[src/rtl/eth_pkg.sv]
// Shared Ethernet/IPv4/UDP definitions for the transmit path.
//   - Header struct typedefs (Ethernet II, IPv4 without options, UDP).
//   - Frame size constants and the IPv4 ethertype.
//   - Transmit sequencer state enum and a pad-length helper.
package eth_pkg;

  localparam int unsigned ETH_HEADER_BYTES    = 42;
  localparam int unsigned ETH_MIN_FRAME_BYTES = 60;
  localparam logic [15:0] ETHERTYPE_IPV4      = 16'h0800;

  typedef struct packed {
    logic [47:0] dst_mac;
    logic [47:0] src_mac;
    logic [15:0] ethertype;
  } ethernet_header_t;

  typedef struct packed {
    logic [3:0]  version;
    logic [3:0]  ihl;
    logic [7:0]  tos;
    logic [15:0] total_length;
    logic [15:0] identification;
    logic [2:0]  flags;
    logic [12:0] frag_offset;
    logic [7:0]  ttl;
    logic [7:0]  protocol;
    logic [15:0] checksum;
    logic [31:0] src_ip;
    logic [31:0] dst_ip;
  } ipv4_header_t;

  typedef struct packed {
    logic [15:0] src_port;
    logic [15:0] dst_port;
    logic [15:0] length;
    logic [15:0] checksum;
  } udp_header_t;

  typedef enum logic [2:0] {
    IDLE,
    HEADER,
    PAYLOAD,
    PAD,
    DRAIN,
    GAP
  } tx_state_e;

  // Zero bytes needed after a payload of len bytes to reach the minimum frame.
  function automatic logic [11:0] calc_pad(input logic [11:0] len,
                                           input logic [11:0] min_payload);
    return (len < min_payload) ? (min_payload - len) : 12'd0;
  endfunction

endpackage

[src/rtl/eth_byte_mux.sv]
// Output byte selector for the UDP transmit sequencer.
//   i_state      current sequencer state
//   i_hdr_data   packed header, byte n at [8n+7:8n]
//   i_idx        header byte index
//   i_s_tdata/i_s_tvalid  payload stream (passed straight through)
//   i_len, i_cnt, i_pad   declared length, beat/pad counter, pad amount
//   o_tdata/o_tvalid/o_tlast  byte-wide frame stream towards the MAC
module eth_byte_mux
  import eth_pkg::*;
#(
  parameter int unsigned HEADER_BYTES = ETH_HEADER_BYTES
) (
  input  tx_state_e                 i_state,
  input  logic [HEADER_BYTES*8-1:0] i_hdr_data,
  input  logic [5:0]                i_idx,
  input  logic [7:0]                i_s_tdata,
  input  logic                      i_s_tvalid,
  input  logic [11:0]               i_len,
  input  logic [11:0]               i_cnt,
  input  logic [11:0]               i_pad,
  output logic [7:0]                o_tdata,
  output logic                      o_tvalid,
  output logic                      o_tlast
);

  logic [8:0] w_bit_off;
  assign w_bit_off = {i_idx, 3'b000};

  always_comb begin
    o_tdata  = 8'h00;
    o_tvalid = 1'b0;
    o_tlast  = 1'b0;
    case (i_state)
      HEADER: begin
        o_tdata  = i_hdr_data[w_bit_off +: 8];
        o_tvalid = 1'b1;
        // Only reachable when the header alone meets the minimum frame size.
        o_tlast  = (i_idx == 6'(HEADER_BYTES - 1)) && (i_len == 12'd0) && (i_pad == 12'd0);
      end
      PAYLOAD: begin
        o_tdata  = i_s_tdata;
        o_tvalid = i_s_tvalid;
        o_tlast  = (i_cnt + 12'd1 == i_len) && (i_pad == 12'd0);
      end
      PAD: begin
        o_tvalid = 1'b1;
        o_tlast  = (i_cnt == 12'd1);
      end
      default: ;
    endcase
  end

endmodule

[src/rtl/eth_udp_tx_sequencer.sv]
// Frame-level UDP transmit controller: header, payload, zero pad, then IFG.
//   clk, rstn                 clock, asynchronous active-low reset
//   req_*                     send request with payload length
//   hdr_payload_bytes/hdr_data  length to / packed header from the generator
//   s_axis_*                  payload stream in
//   m_axis_*                  byte-wide frame stream out
//   busy, err_len, frame_count  status
module eth_udp_tx_sequencer
  import eth_pkg::*;
#(
  parameter int unsigned HEADER_BYTES      = ETH_HEADER_BYTES,
  parameter int unsigned MIN_FRAME_BYTES   = ETH_MIN_FRAME_BYTES,
  parameter int unsigned MAX_PAYLOAD_BYTES = 1472,
  parameter int unsigned IFG_CYCLES        = 12
) (
  input  logic                      clk,
  input  logic                      rstn,
  input  logic                      req_valid,
  output logic                      req_ready,
  input  logic [11:0]               req_payload_bytes,
  output logic [11:0]               hdr_payload_bytes,
  input  logic [HEADER_BYTES*8-1:0] hdr_data,
  input  logic [7:0]                s_axis_tdata,
  input  logic                      s_axis_tvalid,
  output logic                      s_axis_tready,
  input  logic                      s_axis_tlast,
  output logic [7:0]                m_axis_tdata,
  output logic                      m_axis_tvalid,
  input  logic                      m_axis_tready,
  output logic                      m_axis_tlast,
  output logic                      busy,
  output logic                      err_len,
  output logic [15:0]               frame_count
);

  localparam logic [11:0] MIN_PAYLOAD =
    (MIN_FRAME_BYTES > HEADER_BYTES) ? 12'(MIN_FRAME_BYTES - HEADER_BYTES) : 12'd0;
  localparam logic [5:0]  HDR_LAST = 6'(HEADER_BYTES - 1);
  localparam logic [15:0] IFG_LAST = 16'(IFG_CYCLES - 1);

  tx_state_e   r_state;
  logic [11:0] r_len;
  logic [11:0] r_pad;
  logic [11:0] r_cnt;
  logic [5:0]  r_idx;
  logic [15:0] r_ifg;
  logic [15:0] r_frame_count;
  logic        r_err;
  logic        r_drain_pend;

  logic [7:0] w_m_tdata;
  logic       w_m_tvalid;
  logic       w_m_tlast;
  logic       w_m_hs;
  logic       w_s_hs;
  logic       w_len_hit;

  eth_byte_mux #(
    .HEADER_BYTES (HEADER_BYTES)
  ) u_byte_mux (
    .i_state    (r_state),
    .i_hdr_data (hdr_data),
    .i_idx      (r_idx),
    .i_s_tdata  (s_axis_tdata),
    .i_s_tvalid (s_axis_tvalid),
    .i_len      (r_len),
    .i_cnt      (r_cnt),
    .i_pad      (r_pad),
    .o_tdata    (w_m_tdata),
    .o_tvalid   (w_m_tvalid),
    .o_tlast    (w_m_tlast)
  );

  assign w_m_hs    = w_m_tvalid && m_axis_tready;
  assign w_s_hs    = s_axis_tvalid && m_axis_tready;
  assign w_len_hit = (r_cnt + 12'd1 == r_len);

  always_ff @(posedge clk or negedge rstn) begin
    if (!rstn) begin
      r_state       <= IDLE;
      r_len         <= 12'd0;
      r_pad         <= 12'd0;
      r_cnt         <= 12'd0;
      r_idx         <= 6'd0;
      r_ifg         <= 16'd0;
      r_frame_count <= 16'd0;
      r_err         <= 1'b0;
      r_drain_pend  <= 1'b0;
    end else begin
      r_err <= 1'b0;
      if (w_m_hs && w_m_tlast) begin
        r_frame_count <= r_frame_count + 16'd1;
      end
      case (r_state)
        IDLE: begin
          if (req_valid) begin
            if (req_payload_bytes > 12'(MAX_PAYLOAD_BYTES)) begin
              r_err <= 1'b1;
            end else begin
              r_len        <= req_payload_bytes;
              r_pad        <= calc_pad(req_payload_bytes, MIN_PAYLOAD);
              r_idx        <= 6'd0;
              r_drain_pend <= 1'b0;
              r_state      <= HEADER;
            end
          end
        end
        HEADER: begin
          if (m_axis_tready) begin
            if (r_idx == HDR_LAST) begin
              if (r_len != 12'd0) begin
                r_cnt   <= 12'd0;
                r_state <= PAYLOAD;
              end else if (r_pad != 12'd0) begin
                r_cnt   <= r_pad;
                r_state <= PAD;
              end else begin
                r_ifg   <= 16'd0;
                r_state <= GAP;
              end
            end else begin
              r_idx <= r_idx + 6'd1;
            end
          end
        end
        PAYLOAD: begin
          if (w_s_hs) begin
            if (w_len_hit) begin
              // Declared length reached; anything still queued is overlong input.
              if (!s_axis_tlast) begin
                r_err        <= 1'b1;
                r_drain_pend <= 1'b1;
              end
              if (r_pad != 12'd0) begin
                r_cnt   <= r_pad;
                r_state <= PAD;
              end else if (!s_axis_tlast) begin
                r_state <= DRAIN;
              end else begin
                r_ifg   <= 16'd0;
                r_state <= GAP;
              end
            end else if (s_axis_tlast) begin
              // Short input: zero-fill the missing declared bytes plus normal pad.
              r_err   <= 1'b1;
              r_cnt   <= r_pad + (r_len - r_cnt - 12'd1);
              r_state <= PAD;
            end else begin
              r_cnt <= r_cnt + 12'd1;
            end
          end
        end
        PAD: begin
          if (m_axis_tready) begin
            r_cnt <= r_cnt - 12'd1;
            if (r_cnt == 12'd1) begin
              if (r_drain_pend) begin
                r_state <= DRAIN;
              end else begin
                r_ifg   <= 16'd0;
                r_state <= GAP;
              end
            end
          end
        end
        DRAIN: begin
          if (s_axis_tvalid && s_axis_tlast) begin
            r_drain_pend <= 1'b0;
            r_ifg        <= 16'd0;
            r_state      <= GAP;
          end
        end
        GAP: begin
          if (r_ifg == IFG_LAST) begin
            r_state <= IDLE;
          end else begin
            r_ifg <= r_ifg + 16'd1;
          end
        end
        default: r_state <= IDLE;
      endcase
    end
  end

  assign req_ready         = (r_state == IDLE);
  assign busy              = (r_state != IDLE);
  assign s_axis_tready     = ((r_state == PAYLOAD) && m_axis_tready) || (r_state == DRAIN);
  assign hdr_payload_bytes = r_len;
  assign m_axis_tdata      = w_m_tdata;
  assign m_axis_tvalid     = w_m_tvalid;
  assign m_axis_tlast      = w_m_tlast;
  assign err_len           = r_err;
  assign frame_count       = r_frame_count;

endmodule

[config.mk]
export PLATFORM = sky130hd
export DESIGN_NAME = eth_udp_tx_sequencer
export DESIGN_NICKNAME = d
export VERILOG_FILES = /design/src/rtl/eth_pkg.sv /design/src/rtl/eth_byte_mux.sv /design/src/rtl/eth_udp_tx_sequencer.sv
export SDC_FILE = /design/constraint.sdc
export NUM_CORES = 1
export LEC_CHECK = 0
export CORE_ASPECT_RATIO = 0.5
export CORE_MARGIN = 4
export CORE_UTILIZATION = 43
export CTS_CLUSTER_SIZE = 10
export DETAILED_ROUTE_END_ITERATION = 10
export GPL_TIMING_DRIVEN = 0
export PLACE_DENSITY = 0.83
export SYNTH_ARGS = -nofsm -noshare
export SYNTH_HDL_FRONTEND = slang
export SYNTH_SLANG_ARGS = --single-unit
[constraint.sdc]
create_clock -name clk -period 3.4 [get_ports clk]
set_input_delay 0.51 -clock clk [delete_from_list [all_inputs] [get_ports clk]]
set_output_delay 0.51 -clock clk [all_outputs]
set_load 0.01 [all_outputs]
### Yosys cells after proc, flatten, opt, wreduce, memory -nomap -nowiden

Cells that the tools add are included.

| word-level totals | value |
|---|---|
| bits in registers | 79 |
| input port bits | 362 |
| output and inout bits | 42 |
| word-level logic and storage cells | 139 |

| cells by class | value |
|---|---|
| add/subtract/negate cells | 9 |
| magnitude comparators | 2 |
| equal/unequal tests | 28 |
| shift-type cells | 1 |
| multiplexer cells | 63 |
| bitwise logic cells | 1 |
| reductions and logical operators | 26 |

Operator list:

| cell | count |
|---|---|
| 336-bit by 10-bit variable part select with 8-bit output | 1 |
| 16-bit 2-to-1 mux | 13 |
| 12-bit 2-to-1 mux | 9 |
| 16-bit case mux with 5 select lines | 1 |
| 3-bit 2-to-1 mux | 14 |
| 2-bit != test (second input constant) | 18 |
| 12-bit case mux with 3 select lines | 1 |
| 16-bit by 1-bit adder with 16-bit output (second input constant) | 2 |
| 12-bit logical NOT | 2 |
| 6-bit 2-to-1 mux | 4 |
| 12-bit nonzero test | 2 |
| 12-bit by 1-bit subtractor with 12-bit output (second input constant) | 2 |
| 3-bit case mux with 6 select lines | 1 |
| 16-bit by 4-bit equality test with 1-bit output (second input constant) | 1 |
| 8-bit case mux with 2 select lines | 1 |
| 1-bit 2-to-1 mux | 14 |
| 14-bit AND reduction | 1 |
| 12-bit by 1-bit adder with 12-bit output (second input constant) | 1 |
| 12-bit adder | 1 |
| 12-bit by 1-bit equality test with 1-bit output (second input constant) | 1 |
| 12-bit equality test | 1 |
| 12-bit by 11-bit > comparator with 1-bit output (second input constant) | 1 |
| 12-bit by 5-bit < comparator with 1-bit output (second input constant) | 1 |
| 6-bit case mux with 2 select lines | 1 |
| 22 further kinds | 36 |

### Logic depth before layout (Yosys ltp)

Gate-level depths: netlist of the first run.

| logic depth | value |
|---|---|
| depth after elaboration | 7 |
| mapped depth | 16 |
| mapped depth without buffers | 15 |

### Modules after synthesis

From an unflattened synthesis of the first run, not the netlist that was laid out.

| unflattened totals | value |
|---|---|
| cell total of the unflattened synthesis | 1023 |
| area, all modules | 9354.0 µm² |

Modules (own cells, without submodules):

| module | times used | cells each | area each (µm²) | seq. area each (µm²) |
|---|---|---|---|---|
| eth_udp_tx_sequencer | 1 | 734 | 6115.9 | 1976.9 |
| eth_byte_mux | 1 | 289 | 3238.1 | 0.0 |

### Least setup slack after synthesis of the first run

Ideal clock, no wire load.

| timing path | value |
|---|---|
| path kind | reg2reg |
| start | register r_len[1], in the netlist hdr_payload_bytes[1] |
| end | register r_cnt[9] |
| library setup time | 119 ps |
| arrival | 2960 ps |
| data required time | 3281 ps |
| slack | 321 ps |
| cell stages (with the launch flop) | 15 |
| buffers on the path | 0 |
| period minus slack after synthesis | 3079 ps |
| cell sequence | dfrtp_1 > inv_1 > fa_1 > inv_1 > ha_1 > inv_1 > fa_1 > nor2b_1 > o31ai_1 > a21oi_1 > o21a_1 > or3_1 > a311oi_1 > o311ai_1 > o21a_1 |

| on the way | value |
|---|---|
| word-level cells in the longest chain between the ends | 7 |
| elaborated cells on any way between the ends | 12 |
| classes of those cells | add/sub: 3; eq/ne: 1; mux: 7; reduce/logical: 1 |

RTL lines:

| element | line | RTL |
|---|---|---|
| from (decl) | eth_udp_tx_sequencer.sv:42 | `logic [11:0] r_len;` |
| from (signal assigned) | eth_udp_tx_sequencer.sv:100 | `r_len <= req_payload_bytes;` |
| 12-bit subtractor | eth_udp_tx_sequencer.sv:146 | `r_cnt <= r_pad + (r_len - r_cnt - 12'd1);` |
| 12-bit by 1-bit subtractor with 12-bit output | eth_udp_tx_sequencer.sv:146 |  |
| 12-bit adder | eth_udp_tx_sequencer.sv:146 |  |
| 12-bit 2-to-1 mux | eth_udp_tx_sequencer.sv:143 | `end else if (s_axis_tlast) begin` |
| 12-bit 2-to-1 mux | eth_udp_tx_sequencer.sv:128 | `if (w_len_hit) begin` |
| 12-bit 2-to-1 mux | eth_udp_tx_sequencer.sv:127 | `if (w_s_hs) begin` |
| 12-bit case mux with 3 select lines * | eth_udp_tx_sequencer.sv:94 | `case (r_state)` |
| to (signal assigned) | eth_udp_tx_sequencer.sv:135 | `r_cnt <= r_pad;` |
| to (signal assigned) | eth_udp_tx_sequencer.sv:146 |  |
| to (signal assigned) | eth_udp_tx_sequencer.sv:149 | `r_cnt <= r_cnt + 12'd1;` |
| to (decl) | eth_udp_tx_sequencer.sv:44 | `logic [11:0] r_cnt;` |

Mark *: on every way between the ends. The rest lies on a longest branch, timed or not. The select of a mux whose other input is x is not followed.
A chain may end at the register's enable or synchronous reset.

### Worst setup path in the final report of the first run

| timing path | value |
|---|---|
| start | register r_idx[0] |
| end | output port m_axis_tdata[2] |

| on the way | value |
|---|---|
| word-level cells in the longest chain between the ends | 2 |

RTL lines:

| element | line | RTL |
|---|---|---|
| from (decl) | eth_udp_tx_sequencer.sv:45 | `logic [5:0] r_idx;` |
| from (signal assigned) | eth_udp_tx_sequencer.sv:122 | `r_idx <= r_idx + 6'd1;` |
| 336-bit by 10-bit variable part select with 8-bit output | eth_byte_mux.sv:35 | `o_tdata = i_hdr_data[w_bit_off +: 8];` |
| 8-bit case mux with 2 select lines | eth_byte_mux.sv:33 | `case (i_state)` |
| to (decl) | eth_udp_tx_sequencer.sv:27 | `output logic [7:0] m_axis_tdata,` |

Every way passes these cells.

==> out/qor.yml, run 1 <==
run_status:
  run_status: "finished with violations"
  violations: "negative setup slack"
detailed_routing:
  vias: 10320
  wl_per_cell_um: 25.11
  final_antenna_net_count: 0
  vias_per_cell: 6.177
  drt-pass1-iter-count: 7
  drc: 0
  wirelength_mm: 41.96
  drt_iter0_markers: 1317
clock_network:
  clockBufferDepth: 2
  clock_sinks: 79
  cts_tree: "built"
  cts_hold_buf: 0
  clk_pin_slew_ns: 0.07
  cts_buffers: 9
  htreeDepth: 3
  cts_root_buf: "clkbuf_16"
  clock_latency_ns: 0.37
placed_design:
  gp_congestion: 0.9808
  io_buffers: 402
  dpl_cell_area_um2: 13180
  dp_cells: 1605
  place_ws_ns: -0.7870
  dpl.hpwl_mm: 33.44
sta:
  skew_ns: 0.01131
  period_share: 1.011
  finalSetupViolations: 4
  maxSlewViolCount: 0
  fin_ws_ns: -0.03628
  fmax_mhz: 291.0
  hold_viol_final: 0
  grt_setup_unrepaired: "yes"
  slew_headroom: 0.1925
  worst_pin_slew_ns: 1.202
  min_period_ns: 3.436
run:
  cap_violations: 0
logic_synthesis:
  synth_top_area_frac: 0.2246
  syn_area_um2: 8801
  ys.flop_type: "dfrtp_1"
  yosys_warnings: 0
  synth_top_area_cell: "dfrtp_1"
  yosys.cell_types.count: 80
  synth_commonest_cells: "mux4_2, dfrtp_1, o21ai_0, nand2_1, nor2_1"
  syn_inst: 936
  synthTopCellsByArea: "dfrtp_1, mux4_2, mux2i_1"
  async_flop_share: 1.000
  seq_area_frac_synth: 0.2246
  synth.most_common_cell: "mux4_2"
  synth_edf_count: 0
  syn_area_per_cell_um2: 9.403
  synth_nets: 1332
  synth-seq-cells: 79
die:
  placeableCoreArea_um2: 19770
  fp.dieArea_um2: 22960
  start_util: 0.4451
  die_w_um: 210.3
  die_h_um: 109.2
  io_pins: 404
  fp-row-count: 36
global_routing:
  grt_antenna_before_repair: 5
  grt_pass1_vias: 10230
  grt_use_total: 0.3416
  grt_max_degree: 61
  grt_overflow_total: 0
  grt_pass1_wl_mm: 59.87
finish:
  stdcell_area_um2: 14450
  fillers: 1432
  final_layout_size_suffix_gt1_frac: 0.1944
  finalNonFillerCells: 1671
  area_growth_syn_to_layout_pct: 64.20
  fin_nets: 1795
critical_path:
  arrival_ns: 2.93
  crit_fanout: 7
  critical_path_required_ns: 2.89
  critPathCaptureType: "primary output"
  worst_setup_path_start_kind: "register"
  path_class: "register to primary output"
pwr:
  p_leak_nw: 5.670
  ir_drop_v: 0.0003126
  power.density_nw_per_um2: 632.1
  power_mw: 9.135
min_path:
  hold_path_class: "input pin to asynchronous set/reset pin"
## kinds of logic (layout without fill, tap and decap cells)
group | count (synthesis) | after routing | share of synthesized area
xor gates and xnor gates | 50 | 50 | 0.05601
and+or+nand+nor | 287 | 287 | 0.1692
adders and majority gates | 34 | 34 | 0.05857
AOI/OAI and AO/OA | 236 | 236 | 0.1749
muxes | 126 | 126 | 0.2573
other | 0 | 1 | 0
buffers and inverters | 124 | 592 | 0.05943
DFF | 79 | 79 | 0.2246
## area by class of cell
type | instances | area (µm²) | area share
inverter | 59 | 230.2 | 0.01593
antenna | 1 | 2.502 | 0.0001732
clock buffer | 9 | 225.2 | 0.01558
tap | 266 | 332.8 | 0.02303
sequential | 79 | 1984 | 0.1373
buffer | 62 | 481.7 | 0.03333
clock inverter | 7 | 83.83 | 0.005801
timing repair buffer | 455 | 4487 | 0.3105
multi-input combinational | 733 | 6624 | 0.4584
## cells in the final DEF (no fill, tap or decap), types with 7 or more instances in the layout
| master | count |
|---|---|
| inv_1 | 52 |
| and3_1 | 24 |
| nor4_1 | 9 |
| ha_1 | 18 |
| mux2i_1 | 33 |
| a31oi_1 | 18 |
| nand2_1 | 69 |
| buf_4 | 53 |
| clkbuf_2 | 9 |
| or3_1 | 10 |
| xor2_1 | 13 |
| a22o_1 | 8 |
| clkbuf_16 | 10 |
| dfrtp_1 | 73 |
| fa_1 | 11 |
| nor2b_1 | 11 |
| nand4_1 | 18 |
| nand3_1 | 15 |
| nor2_1 | 68 |
| nor3_1 | 11 |
| o31ai_1 | 8 |
| o22ai_1 | 22 |
| nand2b_1 | 8 |
| o21ai_0 | 65 |
| mux4_2 | 80 |
| clkdlybuf4s50_1 | 392 |
| buf_12 | 10 |
| xnor2_1 | 33 |
| clkbuf_1 | 20 |
| a21oi_1 | 29 |
| mux2i_2 | 7 |
| o21ai_1 | 12 |
| buf_6 | 8 |
| a21o_1 | 7 |
## power by group
part	total (mW)	internal (mW)	switching (mW)
Combinational	6.68	3.24	3.45
Clock	1.05	0.583	0.464
Sequential	1.40	1.12	0.281
## flip-flops by register name (all words and copies together) (netlist names)
register	cells
r_state	3
r_pad	12
r_cnt	12
r_ifg	16
hdr_payload_bytes	12
frame_count	16
err_len	1
r_idx	6
r_drain_pend	1
## routing by layer
metal / track usage / vias up / part of all wire
li1: - / 4496 / -
met3: 0.1302 / 112 / 0.12
met2: 0.5625 / 669 / 0.48
met5: 0 / - / 0.0010
met4: 0.06701 / 8 / 0.020
met1: 0.4367 / 5037 / 0.38
## metrics by stage
step                      TNS (ns)  hold slack [ns]    util
after floorplan                  0           0.2144       -
after global placement      -91.96           0.4622  0.6654
after detailed placement    -5.616           0.4161  0.6667
after CTS                 -0.02825          0.04161  0.7119
after global routing       -0.9471          0.04901  0.7308
final                     -0.08553          0.03321  0.7308
## final timing paths
| path | startpoint | end | slack (ns) | cells past startpoint |
|---|---|---|---|---|
| max in group asynchronous | rstn | r_cnt[0]$_DFFE_PN0P_ | 2.74 | 2 |
| min in group clk | frame_count[15]$_DFFE_PN0P_ | frame_count[15]$_DFFE_PN0P_ | 0.48 | 1 |
| setup reg to reg | r_state[0]$_DFFE_PN0P_ | r_ifg[7]$_DFFE_PN0P_ | -0.02 | 8 |
| setup / recovery | r_idx[0]$_DFFE_PN0P_ | m_axis_tdata[2] | -0.04 | 11 |
| hold reg to reg | frame_count[15]$_DFFE_PN0P_ | frame_count[15]$_DFFE_PN0P_ | 0.48 | 1 |
| hold / removal | rstn | hdr_payload_bytes[9]$_DFFE_PN0P_ | 0.03 | 1 |
## critical path: stages, from the launching register on
cell and delay, ns:
dfrtp_1 0.40, buf_8 0.17, bufbuf_16 0.28, mux4_2 0.49
mux2i_1 0.18, nor2_1 0.07, a311oi_1 0.25, nor2_1 0.10
a21oi_2 0.13, o21ai_0 0.09, a22o_1 0.19, clkdlybuf4s15_2 0.23
## timing repair
item                                    4_1_cts  5_1_grt
resized for setup                           130       44
setup buffers                                22       30
endpoints found under the setup margin       19       33
gates cloned                                  1        1
endpoints found under the hold margin         0        0
pin swaps                                    13       23
No activity file was read; power rests on OpenSTA's default activity.
==> run 2: changes to the inputs <==
--- a/config.mk
+++ b/config.mk
@@ -5,6 +5,7 @@
 export SDC_FILE = /design/constraint.sdc
 export NUM_CORES = 1
 export LEC_CHECK = 0
+export ABC_CLOCK_PERIOD_IN_PS = 3400
 export CORE_ASPECT_RATIO = 0.5
 export CORE_MARGIN = 4
 export CORE_UTILIZATION = 43
==> results of run 2 <==
Final layout, timing and power as in run 1 (identical DEF).
